===== src/rtl/pixie_dma_scheduler.sv =====
// pixie_dma_scheduler: CDP1861-style video timing and DMA sequencer.
// Counts 1802 machine cycles (TPA ticks) into lines and frames. It raises
// INT and EFx around the display window and issues DMA-out requests. It also
// turns each acknowledged DMA cycle into a single byte strobe for the shifter.
module pixie_dma_scheduler #(
   parameter int CYCLES_PER_LINE = 14,
   parameter int LINES_PER_FRAME = 262,
   parameter int FIRST_DMA_LINE  = 80,
   parameter int DMA_LINES       = 128,
   parameter int DMA_START_CYCLE = 2,
   parameter int DMA_BYTES       = 8,
   parameter int INT_LEAD        = 2,
   parameter int EF_LEAD         = 4
) (
   input  logic       clock,
   input  logic       Reset_,
   input  logic       TPA,
   input  logic       TPB,
   input  logic [1:0] SC,
   input  logic       Disp_On,
   input  logic       Disp_Off,
   output logic       DMAO,
   output logic       INT,
   output logic       EFx,
   output logic       byte_strobe,
   output logic [8:0] line_count,
   output logic [3:0] cycle_count,
   output logic       Locked,
   output logic       overrun
);

   localparam logic [3:0] CYC_LAST  = 4'(CYCLES_PER_LINE - 1);
   localparam logic [8:0] LINE_LAST = 9'(LINES_PER_FRAME - 1);
   localparam logic [3:0] START_CYC = 4'(DMA_START_CYCLE);
   localparam logic [3:0] BYTES     = 4'(DMA_BYTES);
   localparam logic [8:0] DMA_LO    = 9'(FIRST_DMA_LINE);
   localparam logic [8:0] DMA_HI    = 9'(FIRST_DMA_LINE + DMA_LINES - 1);
   localparam logic [8:0] INT_LO    = 9'(FIRST_DMA_LINE - INT_LEAD);
   localparam logic [8:0] INT_HI    = 9'(FIRST_DMA_LINE - 1);
   localparam logic [8:0] EFA_LO    = 9'(FIRST_DMA_LINE - EF_LEAD);
   localparam logic [8:0] EFA_HI    = 9'(FIRST_DMA_LINE - 1);
   localparam logic [8:0] EFB_LO    = 9'(FIRST_DMA_LINE + DMA_LINES - EF_LEAD);
   localparam logic [8:0] EFB_HI    = 9'(FIRST_DMA_LINE + DMA_LINES - 1);

   typedef enum logic [1:0] {IDLE, REQ, DONE} dma_state_t;

   dma_state_t state;
   logic [3:0] ack_cnt;
   logic [3:0] ack_inc;
   logic [3:0] ack_total;
   logic [3:0] cycle_nxt;
   logic [8:0] line_nxt;
   logic       disp_en;
   logic       int_acked;
   logic       locked_nxt;
   logic       acked_nxt;
   logic       cycle_wrap;
   logic       frame_wrap;
   logic       dma_ack;
   logic       int_ack;
   logic       start_hit;
   logic       in_window;

   function automatic logic in_range(input logic [8:0] v, input logic [8:0] lo,
                                     input logic [8:0] hi);
      return (v >= lo) && (v <= hi);
   endfunction

   assign cycle_wrap = TPA && (cycle_count == CYC_LAST);
   assign frame_wrap = cycle_wrap && (line_count == LINE_LAST);
   assign dma_ack    = TPB && (SC == 2'b10);
   assign int_ack    = TPB && (SC == 2'b11);
   assign start_hit  = TPA && (cycle_nxt == START_CYC);
   assign in_window  = in_range(line_count, DMA_LO, DMA_HI);
   assign ack_inc    = ack_cnt + 4'd1;
   assign ack_total  = dma_ack ? ack_inc : ack_cnt;

   // Next-state values so INT/EFx/Locked line up with the counters they follow
   always_comb begin
      cycle_nxt = cycle_count;
      line_nxt  = line_count;
      if (TPA) begin
         if (cycle_count == CYC_LAST) begin
            cycle_nxt = '0;
            line_nxt  = (line_count == LINE_LAST) ? '0 : line_count + 9'd1;
         end else begin
            cycle_nxt = cycle_count + 4'd1;
         end
      end
      locked_nxt = Locked;
      if (Disp_Off) begin
         locked_nxt = 1'b0;
      end else if (frame_wrap) begin
         locked_nxt = disp_en;
      end
      acked_nxt = int_acked;
      if (frame_wrap) begin
         acked_nxt = 1'b0;
      end
      if (int_ack && INT) begin
         acked_nxt = 1'b1;
      end
   end

   // Timebase, display-enable latches and the registered INT/EFx flags
   always_ff @(posedge clock or negedge Reset_) begin
      if (!Reset_) begin
         cycle_count <= '0;
         line_count  <= '0;
         disp_en     <= 1'b0;
         Locked      <= 1'b0;
         int_acked   <= 1'b0;
         INT         <= 1'b0;
         EFx         <= 1'b0;
      end else begin
         cycle_count <= cycle_nxt;
         line_count  <= line_nxt;
         if (Disp_Off) begin
            disp_en <= 1'b0;
         end else if (Disp_On) begin
            disp_en <= 1'b1;
         end
         Locked    <= locked_nxt;
         int_acked <= acked_nxt;
         INT       <= locked_nxt && in_range(line_nxt, INT_LO, INT_HI) && !acked_nxt;
         EFx       <= in_range(line_nxt, EFA_LO, EFA_HI) || in_range(line_nxt, EFB_LO, EFB_HI);
      end
   end

   // DMA request sequencer: one request per window line, counts acks into strobes
   always_ff @(posedge clock or negedge Reset_) begin
      if (!Reset_) begin
         state       <= IDLE;
         DMAO        <= 1'b0;
         ack_cnt     <= '0;
         byte_strobe <= 1'b0;
         overrun     <= 1'b0;
      end else begin
         byte_strobe <= 1'b0;
         if (Disp_On) begin
            overrun <= 1'b0;
         end
         case (state)
            IDLE: begin
               if (!Disp_Off && start_hit && Locked && in_window) begin
                  state   <= REQ;
                  DMAO    <= 1'b1;
                  ack_cnt <= '0;
               end
            end
            REQ: begin
               if (Disp_Off) begin
                  state <= IDLE;
                  DMAO  <= 1'b0;
               end else begin
                  if (dma_ack) begin
                     byte_strobe <= 1'b1;
                     ack_cnt     <= ack_inc;
                  end
                  if (cycle_wrap) begin
                     // line ended before the shifter got its full row
                     state <= IDLE;
                     DMAO  <= 1'b0;
                     if (ack_total < BYTES) begin
                        overrun <= 1'b1;
                     end
                  end else if (dma_ack && (ack_inc == BYTES)) begin
                     state <= DONE;
                     DMAO  <= 1'b0;
                  end
               end
            end
            DONE: begin
               if (Disp_Off || cycle_wrap) begin
                  state <= IDLE;
               end
            end
            default: begin
               state <= IDLE;
               DMAO  <= 1'b0;
            end
         endcase
      end
   end

endmodule


===== config.mk =====
export PLATFORM = sky130hd
export DESIGN_NAME = pixie_dma_scheduler
export DESIGN_NICKNAME = d
export VERILOG_FILES = /design/src/rtl/pixie_dma_scheduler.sv
export SDC_FILE = /design/constraint.sdc
export NUM_CORES = 1
export LEC_CHECK = 0
export BUFFER_PORTS_ARGS = -buffer_cell sky130_fd_sc_hd__buf_2
export CAP_MARGIN = 25
export CORE_MARGIN = 4
export CORE_UTILIZATION = 30
export CTS_CLUSTER_DIAMETER = 50
export DETAILED_ROUTE_END_ITERATION = 10
export SLEW_MARGIN = 20
export SYNTH_ARGS = -nofsm -noshare
export SYNTH_HDL_FRONTEND = slang
export SYNTH_SLANG_ARGS = --single-unit

===== constraint.sdc =====
create_clock -name clock -period 2.5 [get_ports clock]
set_input_delay 0.5 -clock clock [delete_from_list [all_inputs] [get_ports clock]]
set_output_delay 0.5 -clock clock [all_outputs]
set_load 0.05 [all_outputs]

### Word level (Yosys, flattened, before mapping)

Cells that the tools add are included.

* bits in read-only memories: 0
* memories: 0
* input bits: 8
* register bits: 27
* output and inout bits: 19
* latch bits: 0
* memory bits (writable): 0

* order comparisons: 8
* multiply operators: 0
* $add $sub $neg: 3
* shift operators: 0
* muxes and demuxes: 34
* reduce and logical (&&, ||, !) cells: 26
* equality and inequality tests: 12
* bitwise gates (word level): 1
* divide/modulo/power cells: 0

Operator list (count)
* $ge 9x7->1 const B: 3
* $mux 9: 3
* $mux 4: 5
* $le 9x8->1 const B: 2
* $mux 1: 18
* $logic_and 1x1->1: 16
* $mux 2: 5
* $add 9x1->9 const B: 1
* $eq 9x9->1 const B: 1
* $ge 9x8->1 const B: 1
* $le 9x7->1 const B: 1
* $reduce_and 3->1: 3
* $add 4x1->4 const B: 2
* $eq 4x4->1 const B: 2
* $pmux 4 s2: 1
* $eq 2x2->1 const B: 3
* $ne 2x2->1 const B: 3
* $pmux 2 s3: 1
* $eq 4x2->1 const B: 1
* $lt 4x4->1 const B: 1
* $ne 4x4->1 const B: 1
* $reduce_bool 2->1: 2
* $pmux 1 s3: 1
* $eq 2x1->1 const B: 1
* 4 further kinds: 6

### Depth between registers and ports, before layout

* depth after elaboration: 10
* mapped depth: 7
* mapped depth without buffers: 7

### Least setup slack after synthesis

OpenSTA, ideal clock, no wires.

* path type: flip-flop to flip-flop
* from: reg line_count[1]
* to: reg INT
* data arrival time: 2029 ps
* stages on the path, launching flop included: 8
* setup time: 68 ps
* slack: 403 ps
* period minus slack after synthesis: 2097 ps
* cell sequence: dfrtp_1 -> inv_1 -> ha_1 -> nor4b_4 -> and2_4 -> o32ai_2 -> nor4bb_1 -> and4_1

* cells in the longest elaborated chain, start to end: 8

Ends and longest elaborated chain
* start, declared: RTL line 26 `output logic [8:0] line_count,`
* start signal, assigned: RTL line 117 `line_count <= line_nxt;`
* $add 9x1->9 / $eq 9x9->1 (equally long branches): RTL line 85 `line_nxt = (line_count == LINE_LAST) ? '0 : line_count + 9'd1;`
* $mux 9: RTL line 85
* $mux 9: RTL line 83 `if (cycle_count == CYC_LAST) begin`
* $mux 9 *: RTL line 82 `if (TPA) begin`
* named net line_nxt[1]: RTL line 52 `logic [8:0] line_nxt;`
* $ge 9x7->1 / $le 9x7->1 (equally long branches): RTL line 66 `return (v >= lo) && (v <= hi);`
* $logic_and 1x1->1 *: RTL line 66
* $logic_and 1x1->1 * (2 in series): RTL line 125 `INT <= locked_nxt && in_range(line_nxt, INT_LO, INT_HI) && !acked_nxt;`
* end signal, assigned: RTL line 125
* end, declared: RTL line 23 `output logic INT,`

The timed path passes the listed nets; every way through them passes the cells marked *.
A chain may end at the register's enable or synchronous reset.

### Worst setup path in the final report

* from: reg line_count[1]
* to: reg INT

* cells in the longest elaborated chain, start to end: 8

Ends and longest elaborated chain (RTL line)
* $add 9x1->9 / $eq 9x9->1 (equally long branches): 85, 70
* $mux 9: 85
* $mux 9: 83
* $mux 9: 82
* $ge 9x7->1 / $le 9x7->1 (equally long branches): 66
* $logic_and 1x1->1: 66
* $logic_and 1x1->1: 125
* $logic_and 1x1->1 *: 125

Every way passes the cells marked *; elsewhere a longest branch is shown, timed or not.

==> reports/metrics.yaml <==
status: "complete, no violations"
synthArstFlopShare: 1.00
cts_max_level: 1
grt_pass1_vias: 1172
rsz0062_at_grt: "false"
cp-end-kind: "register"
dieArea_mm2: 0.00607
postRouteAntennaNets: 0
path_max_fanout: 4
setup_ws_ps: 482
cts_made_buffers: 3
antenna_cells: 0
worstSkewPairLatency_ps: 270
ioPinCount: 27
maxCapViolCount: 0
syn_nets: 158
fp-row-count: 25
ys_warn_count: 0
worst_pin_slew_ps: 623
min_path_type: "in2async"
rr_worst_depth: 7
grt.total_usage: 0.116
pwr_density_cell_mw_per_mm2: 752
final_common_cell: "dfrtp_1"
dp_hpwl_mm: 2.52
hold_violations: 0
drive_above_1_share: 0.221
start_util: 0.310
ys_seq_area_frac: 0.461
cts_resized: 0
synthDistinctLibCells: 44
drc: 0
antenna_found_initial: 0
pre_cts_ws_ps: 451
power.total_mw: 1.28
rr_endpoint: "INT$_DFF_PN0_"
min_period_over_period: 0.807
portBuffers: 26
ir_drop_v: 0.000500
first_pass_iters: 4
ys_ff_latch: 27
holdBufCountCts: 0
areaGrowthSynthToFinish_pct: 16.4
avgViaCountPerCell: 4.81
drt-total-wl_mm: 3.34
final_cell_mix: "27 x dfrtp_1, 26 x buf_2, 15 x nand2_1, 11 x o21ai_0, 9 x inv_1"
final_nets: 186
cp.required_ps: 2710
die_w_um: 77.9
grt_max_degree: 28
initialDrtViolationCount: 85
fin_setup_tns_ps: 0
cts_root_buf: "clkbuf_8"
power.leakage_nw: 0.838
syn_area_mm2: 0.00147
grt_overflow: 0
slew_violations: 0
path_clk_slew_ps: 100
fin_crit_ps: 2020
crit_path_start_kind: "register"
grt_pass1_wl_mm: 5.68
max_slew_margin: 0.584
synth_edf_count: 0
cts_tree: "done"
syn_inst: 145
setup_violations: 0
synth-main-ff-cell: "dfrtp_1"
die_h_um: 77.9
timing.fmax_mhz: 495
r2r-start: "line_count[1]$_DFF_PN0_"
skew_ps: 4.92
cts_buffer_depth: 2
r2r_slack_ps: 480
cts.sink_count: 27
cts_setup_buffers: 0
gp_congestion: 0.804
path_class: "reg2reg"
core_mm2: 0.00472
crit_arrival_ps: 2230
vias: 1150
avgSynthCellArea_um2: 10.1
drt-wirelength-per-cell_um: 14.0
state kept, by name (all words and copies together) (netlist names):
| signal | cells |
|---|---|
| disp_en | 1 |
| cycle_count | 4 |
| byte_strobe | 1 |
| ack_cnt | 4 |
| INT | 1 |
| state | 2 |
| EFx | 1 |
| int_acked | 1 |
| line_count | 9 |
| DMAO | 1 |
| overrun | 1 |
| Locked | 1 |
layer usage:
metal,wire length [um],track usage,vias to the layer above,part of all wire
met2,1500,0.182,27,0.45
met3,158,0.0186,2,0.047
met1,1640,0.160,545,0.49
met5,0,0,-,0
met4,36,0.0455,0,0.011
li1,-,-,576,-
report_power, final:
group / internal [mW] / switching [mW] / leakage (nW)
sequential: 0.489 / 0.0980 / 0.359
combinational: 0.117 / 0.324 / 0.456
clock: 0.114 / 0.139 / 0.0228
stage by stage:
stage	util	cell area, um^2	hold slack [ps]	instances
global placement	0.352	1660	491	235
global route	0.361	1710	276	239
CTS	0.361	1710	252	239
detailed placement	0.352	1660	488	235
finish	0.361	1710	234	239
floorplan	-	1470	204	145
synth_stat cells (all sizes together) (3+ instances only):
library cell / instances / area share
o21ai: 11 / 0.038
inv: 9 / 0.023
nand2: 16 / 0.043
and3: 3 / 0.015
nor4: 3 / 0.013
and2: 3 / 0.015
nor2: 7 / 0.018
and4: 3 / 0.018
dfrtp: 27 / 0.46
nand2b: 3 / 0.013
xor2: 7 / 0.042
o211ai: 3 / 0.015
nand3: 5 / 0.017
nand4: 5 / 0.021
ha: 5 / 0.043
how the worst max path moves through the flow:
stage | startpoint | to | cells past startpoint
2_1_floorplan | line_count[1]$_DFF_PN0_ | INT$_DFF_PN0_ | 7
3_3_place_gp | TPA | INT$_DFF_PN0_ | 6
3_5_place_dp | TPA | INT$_DFF_PN0_ | 6
4_1_cts | line_count[1]$_DFF_PN0_ | INT$_DFF_PN0_ | 7
5_1_grt | line_count[1]$_DFF_PN0_ | INT$_DFF_PN0_ | 7
6_report | line_count[1]$_DFF_PN0_ | INT$_DFF_PN0_ | 7
worst max-delay path, cell delays in order (launching register included):
cell	delay, ps
dfrtp_1	420
inv_1	140
ha_1	180
nor4b_4	260
nand2_2	130
a21o_1	190
a2111oi_2	400
and4_1	230
layout make-up:
cell class	instances	area (um^2)
fill	495	3020
multi-input combinational	105	731
sequential	27	676
timing repair buffer	27	138
tap	67	83.8
clock buffer	4	45.0
inverter	9	33.8
kinds of logic after synthesis:
| family | Yosys count | synth area share |
|---|---|---|
| and+or+nand+nor | 59 | 0.241 |
| xor gates and xnor gates | 9 | 0.0538 |
| muxes | 2 | 0.0137 |
| buffers and inverters | 13 | 0.0410 |
| DFF | 27 | 0.461 |
| adders and majority gates | 5 | 0.0427 |
| AOI/OAI and AO/OA | 30 | 0.147 |
Power figures use the tool's default switching activity.
